File: src/rtl/fetch_controller_pkg.sv
// -----------------------------------------------------------------------------
// fetch_controller_pkg
// Shared widths and state encoding for the instruction fetch controller.
//   ADDR_WIDTH    : instruction address width in bits
//   DATA_WIDTH    : instruction word width in bits
//   fetch_state_e : fetch FSM encoding (idle / request outstanding)
// -----------------------------------------------------------------------------
package fetch_controller_pkg;

    localparam int ADDR_WIDTH = 32;
    localparam int DATA_WIDTH = 32;

    typedef enum logic [0:0] {
        FETCH_IDLE = 1'b0,
        FETCH_REQ  = 1'b1
    } fetch_state_e;

endpackage

File: src/rtl/fetch_controller_if.sv
// -----------------------------------------------------------------------------
// fetch_controller_if
// Instruction-memory request/acknowledge bus.
//   req   : fetch request, held until ack
//   addr  : fetch address, stable while req is high
//   ack   : memory acknowledge, rdata valid in the same cycle
//   rdata : fetched instruction word
// Modports: master (fetch controller side), slave (memory side).
// -----------------------------------------------------------------------------
interface fetch_controller_if;
    import fetch_controller_pkg::*;

    logic                  req;
    logic [ADDR_WIDTH-1:0] addr;
    logic                  ack;
    logic [DATA_WIDTH-1:0] rdata;

    modport master (
        output req,
        output addr,
        input  ack,
        input  rdata
    );

    modport slave (
        input  req,
        input  addr,
        output ack,
        output rdata
    );

endinterface

File: src/rtl/fetch_controller.sv
// -----------------------------------------------------------------------------
// fetch_controller
// Owns the program counter, issues one outstanding instruction-memory fetch at
// a time and holds the returned word in a one-entry buffer toward decode.
// Redirects from execute reload the PC and squash any in-flight fetch.
// Ports:
//   clk_i          : clock
//   arst_ni        : asynchronous reset, active low
//   imem           : instruction-memory bus (master modport)
//   redirect_i     : one-cycle redirect pulse
//   redirect_pc_i  : redirect target, sampled with redirect_i
//   instr_valid_o  : buffer holds a valid instruction
//   instr_ready_i  : decode accepts the buffered instruction
//   instr_o        : buffered instruction
//   pc_o           : address the buffered instruction came from
// -----------------------------------------------------------------------------
module fetch_controller
    import fetch_controller_pkg::*;
#(
    parameter logic [ADDR_WIDTH-1:0] RESET_PC = '0,
    parameter logic [ADDR_WIDTH-1:0] PC_INC   = ADDR_WIDTH'(DATA_WIDTH / 8)
) (
    input  logic                  clk_i,
    input  logic                  arst_ni,
    fetch_controller_if.master    imem,
    input  logic                  redirect_i,
    input  logic [ADDR_WIDTH-1:0] redirect_pc_i,
    output logic                  instr_valid_o,
    input  logic                  instr_ready_i,
    output logic [DATA_WIDTH-1:0] instr_o,
    output logic [ADDR_WIDTH-1:0] pc_o
);

    localparam logic [0:0] ST_IDLE = FETCH_IDLE;
    localparam logic [0:0] ST_REQ  = FETCH_REQ;

    logic [0:0]            state_q,  state_d;
    logic                  squash_q, squash_d;
    logic [ADDR_WIDTH-1:0] pc_q,     pc_d;
    logic [ADDR_WIDTH-1:0] addr_q,   addr_d;
    logic                  valid_q,  valid_d;
    logic [DATA_WIDTH-1:0] instr_q,  instr_d;
    logic [ADDR_WIDTH-1:0] pco_q,    pco_d;

    logic buf_free;
    logic in_req;
    logic ack_fire;
    logic capture;

    always_comb begin
        buf_free = !valid_q || instr_ready_i;
        in_req   = (state_q == ST_REQ);
        ack_fire = in_req && imem.ack;
        // Squashed or redirect-coincident acks close the handshake but drop data.
        capture  = ack_fire && !squash_q && !redirect_i;

        state_d  = state_q;
        squash_d = squash_q;
        pc_d     = pc_q;
        addr_d   = addr_q;
        valid_d  = valid_q;
        instr_d  = instr_q;
        pco_d    = pco_q;

        if (!in_req) begin
            // A redirect empties the buffer, so it also frees it for the next fetch.
            if (buf_free || redirect_i) begin
                state_d = ST_REQ;
            end
        end else if (ack_fire) begin
            if (capture && !instr_ready_i) begin
                state_d = ST_IDLE;
            end
        end

        // An unacked request cannot be withdrawn, so remember to drop its data.
        if (redirect_i && in_req && !imem.ack) begin
            squash_d = 1'b1;
        end else if (ack_fire) begin
            squash_d = 1'b0;
        end

        if (redirect_i) begin
            pc_d = redirect_pc_i;
        end else if (capture) begin
            pc_d = pc_q + PC_INC;
        end

        // Address is frozen while a handshake is open; otherwise it follows the PC.
        if (!(in_req && !imem.ack)) begin
            addr_d = pc_d;
        end

        if (redirect_i) begin
            valid_d = 1'b0;
        end else if (capture) begin
            valid_d = 1'b1;
            instr_d = imem.rdata;
            pco_d   = pc_q;
        end else if (valid_q && instr_ready_i) begin
            valid_d = 1'b0;
        end
    end

    always_ff @(posedge clk_i or negedge arst_ni) begin
        if (!arst_ni) begin
            state_q  <= ST_IDLE;
            squash_q <= 1'b0;
            pc_q     <= RESET_PC;
            addr_q   <= RESET_PC;
            valid_q  <= 1'b0;
            instr_q  <= '0;
            pco_q    <= '0;
        end else begin
            state_q  <= state_d;
            squash_q <= squash_d;
            pc_q     <= pc_d;
            addr_q   <= addr_d;
            valid_q  <= valid_d;
            instr_q  <= instr_d;
            pco_q    <= pco_d;
        end
    end

    assign imem.req      = in_req;
    assign imem.addr     = addr_q;
    assign instr_valid_o = valid_q;
    assign instr_o       = instr_q;
    assign pc_o          = pco_q;

endmodule

File: src/flat_wrapper.sv
// flat-port wrapper written by rule: the top's interface ports become plain ports
module fetch_controller_flat import fetch_controller_pkg::*;
#(
    parameter logic [ADDR_WIDTH-1:0] RESET_PC = '0,
    parameter logic [ADDR_WIDTH-1:0] PC_INC   = ADDR_WIDTH'(DATA_WIDTH / 8)
)
  (clk_i, arst_ni, redirect_i, redirect_pc_i, instr_valid_o, instr_ready_i, instr_o, pc_o, imem_req, imem_addr, imem_ack, imem_rdata);
  fetch_controller_if imem_i ();
  input  logic clk_i;
  input  logic arst_ni;
  input  logic redirect_i;
  input  logic [ADDR_WIDTH-1:0] redirect_pc_i;
  output logic instr_valid_o;
  input  logic instr_ready_i;
  output logic [DATA_WIDTH-1:0] instr_o;
  output logic [ADDR_WIDTH-1:0] pc_o;
  output wire logic [$bits(imem_i.req)-1:0] imem_req;
  output wire logic [$bits(imem_i.addr)-1:0] imem_addr;
  input wire logic [$bits(imem_i.ack)-1:0] imem_ack;
  input wire logic [$bits(imem_i.rdata)-1:0] imem_rdata;
  assign imem_req = imem_i.req;
  assign imem_addr = imem_i.addr;
  assign imem_i.ack = imem_ack;
  assign imem_i.rdata = imem_rdata;
  fetch_controller #(.RESET_PC(RESET_PC), .PC_INC(PC_INC)) u_core (.clk_i(clk_i), .arst_ni(arst_ni), .imem(imem_i), .redirect_i(redirect_i), .redirect_pc_i(redirect_pc_i), .instr_valid_o(instr_valid_o), .instr_ready_i(instr_ready_i), .instr_o(instr_o), .pc_o(pc_o));
endmodule
File: config.mk
export PLATFORM = sky130hd
export DESIGN_NAME = fetch_controller_flat
export DESIGN_NICKNAME = d
export VERILOG_FILES = /design/src/rtl/fetch_controller_pkg.sv /design/src/rtl/fetch_controller_if.sv /design/src/rtl/fetch_controller.sv /design/src/flat_wrapper.sv
export SDC_FILE = /design/constraint.sdc
export NUM_CORES = 1
export LEC_CHECK = 0
export ABC_AREA = 0
export CORE_UTILIZATION = 49
export CTS_BUF_LIST = sky130_fd_sc_hd__clkbuf_8
export DETAILED_ROUTE_END_ITERATION = 10
export GPL_ROUTABILITY_DRIVEN = 0
export PLACE_DENSITY = 0.83
export SYNTH_ARGS = -nofsm -noshare
export SYNTH_HDL_FRONTEND = slang
export SYNTH_SLANG_ARGS = --single-unit
File: constraint.sdc
create_clock -name clk_i -period 2.2 [get_ports clk_i]
set_clock_uncertainty 0.05 [all_clocks]
set_input_delay 0.55 -clock clk_i [delete_from_list [all_inputs] [get_ports clk_i]]
set_output_delay 0.55 -clock clk_i [all_outputs]
set_load 0.02 [all_outputs]
==> flow_summary.yaml <==
setup_path:
  arrival_ps: 2430
  cp_max_fo: 5
  endpoint_kind: "register"
  cp_slowest_cell: "clkdlybuf4s50_1"
  crit_chain: "clkdlybuf4s50_1 -> and4bb_4 -> nand4_2 -> nor4_2 -> xor2_1 -> a221o_1"
  r2r-end: "u_core.imem.addr[26]"
  crit_type: "in2reg"
  ff2ff_setup_slack_ps: 100
  startpoint_type: "input port"
  required_ps: 2460
  r2r_cells: 6
  r2r-start: "u_core.pc_q[2]"
  max_stage_delay_ps: 420
sta:
  rsz0062_at_grt: "true"
  setup_slack_ps: 29.8
  fin_setup_tns_ps: 0
  tightestPinTransition_ps: 536
  timing.final.crit_period_ps: 2170
  hold_viol: 0
  fmax_ghz: 0.461
  finalSetupViolCount: 0
  post-route-period-util_pct: 98.6
  slew_headroom_pct: 64.3
  slew_violations: 0
detailed_routing:
  routed_wirelength_mm: 14.3
  firstDrtPassIters: 4
  ant_nets: 0
  dr_total_vias: 4328
  wl_per_cell_um: 18.3
  viasPerCell: 5.53
  drt_iter0_drc: 231
  drc: 0
synth:
  synthTopCellsByArea: "dfrtp_1 58%, mux2_2 18%, xor2_1 2.6%"
  yosysWarnings: 0
  synthCells: 438
  synth_largest_area_cell: "dfrtp_1"
  seq_area_frac_synth_pct: 58.2
  synth.most_common_cell: "dfrtp_1"
  async_flop_share_pct: 100
  yosys-top-cells-count: "131 x dfrtp_1, 89 x mux2_2, 30 x nor2_1, 27 x nand2_1, 17 x xor2_1"
  yosysTopAreaCellShare_pct: 58.2
  postSynthAreaPerCell_um2: 12.8
  synth_edf_count: 0
  syn-cell-area_mm2: 0.00563
  synth.distinct_cells: 40
  syn-num-nets: 508
  ys.flop_type: "dfrtp_1"
  ys_seq_elements: 131
floorplanning:
  dieArea_mm2: 0.0119
  design.core.area_mm2: 0.0110
  start_util_pct: 51.0
  ios: 167
  dieHeight_um: 109
  num_rows: 38
  fp.dieW_um: 109
layout:
  final_area_mm2: 0.00807
  final_core_util_pct: 73.2
  area_delta_synth_final_pct: 43.5
  final_layout_size_suffix_gt1_share_pct: 25.7
  antennaDiodeCount: 0
  nNetsFinal: 699
global_route:
  grt_usage_pct: 24.7
  antenna_found_initial: 0
  grt_max_degree: 49
  grt_pass1_vias: 4386
  grt_pass1_wl_mm: 21.9
  gr-total-overflow: 0
cts:
  root_buffer: "clkbuf_8"
  hold_buffers: 0
  insertion_delay_ps: 430
  clkTransAtPathRegs_ps: 70
  cts_buffer_depth: 2
  h-tree-depth: 4
  clock-sinks: 131
  cts_tree: "done"
  cts_buffers: 17
placed_design:
  dpl-instance-area_mm2: 0.00762
  port_buffers: 166
  post-dp-hpwl_mm: 9.82
  place_ws_ps: -413
outcome:
  status: "finished clean"
worst_hold_path:
  hold_class: "in2async"
pwr:
  powerDensity_mw_per_mm2: 919
  p_leak_nw: 3.43
  ir_drop_mv: 0.531
  power_w: 0.00742
job:
  maxCapViolCount: 0
## metal layers
layer | wire length, um | global-route usage [%] | vias to the layer above
li1 | - | - | 1973
met5 | 0 | 0 | -
met4 | 263 | 11.0 | 0
met1 | 5930 | 30.8 | 2154
met2 | 7090 | 41.2 | 180
met3 | 1020 | 5.56 | 21
## cell families (layout without fill, tap and decap cells)
family / after synthesis / after routing / synth area share (%)
fa+ha+maj: 1 / 1 / 0.222
compound gates: 39 / 39 / 5.29
flops: 131 / 131 / 58.2
buf+inv: 33 / 236 / 2.93
xor+xnor: 24 / 24 / 3.73
mux: 90 / 90 / 18.0
simple gates: 120 / 121 / 11.6
## stage by stage
stage | hold WS (ps) | instances
3_5_place_dp | 421 | 748
6_report | 50.0 | 782
3_3_place_gp | 406 | 748
4_1_cts | 52.8 | 780
5_1_grt | 78.8 | 782
2_1_floorplan | 204 | 438
## where the power goes
| part | internal, W | switching, W | total (W) |
|---|---|---|---|
| Clock | 0.00116 | 0.000894 | 0.00205 |
| Combinational | 0.00119 | 0.00104 | 0.00223 |
| Sequential | 0.00285 | 0.000278 | 0.00313 |
## state kept, by name, summed over array words and instances (netlist names)
signal                flops
u_core.pc_q              32
u_core.imem.req           1
u_core.instr_valid_o      1
u_core.squash_q           1
u_core.imem.addr         32
u_core.pc_o              32
u_core.instr_o           32
## critical path, delay by kind of cell
family | cells | cell delay (ps)
AO/OA/AOI/OAI | 1 | 330
XOR/XNOR | 1 | 130
buffers and inverters | 1 | 420
AND/OR/NAND/NOR | 3 | 990
## final cells by class
| cell class | count | area (um^2) |
|---|---|---|
| well taps | 140 | 175 |
| multi-input cells | 275 | 2220 |
| clock buffers | 19 | 262 |
| flip-flops and latches | 131 | 3280 |
| repair buffers | 199 | 1970 |
| clock inverters | 13 | 143 |
| inverters | 5 | 18.8 |
| fillers | 730 | 2960 |
## what timing repair did
| action | 4_1_cts | 5_1_grt |
|---|---|---|
| gates resized for setup | 0 | 6 |
| setup endpoints to repair | 0 | 11 |
| buffers inserted | 0 | 1 |
| hold endpoints to repair | 0 | 0 |
## cell usage in the layout (no fill, tap or decap), drive strengths merged, types with 2 or more instances in the layout
master,synthesis,final
a21oi,5,5
nor4,12,12
buf,15,34
and4,3,3
clkbuf,13,19
nand2b,3,3
mux2,89,89
nand4,8,9
a31oi,5,5
nand2,27,27
inv,5,8
o31ai,6,6
nor3,3,3
clkdlybuf4s50,0,165
xnor2,7,7
a221oi,2,2
nor2,30,30
and3,16,16
or3,2,2
bufinv,0,3
a221o,12,12
clkinv,0,6
xor2,17,17
and2,2,2
o21ai,7,7
dfrtp,131,131
nand3,9,9
or4,2,2
## worst max path at each step
stage,from,endpoint,slack [ps],cells past startpoint
floorplan,redirect_i,u_core.imem.addr[24],-30,8
detailed placement,redirect_i,u_core.imem.addr[26],-410,6
finish,redirect_i,u_core.imem.addr[26],30,6
global route,redirect_i,u_core.imem.addr[19],-60,7
global placement,redirect_i,u_core.imem.addr[28],-400,6
CTS,redirect_i,u_core.imem.addr[26],40,6
(Power assumes the default switching activity.)
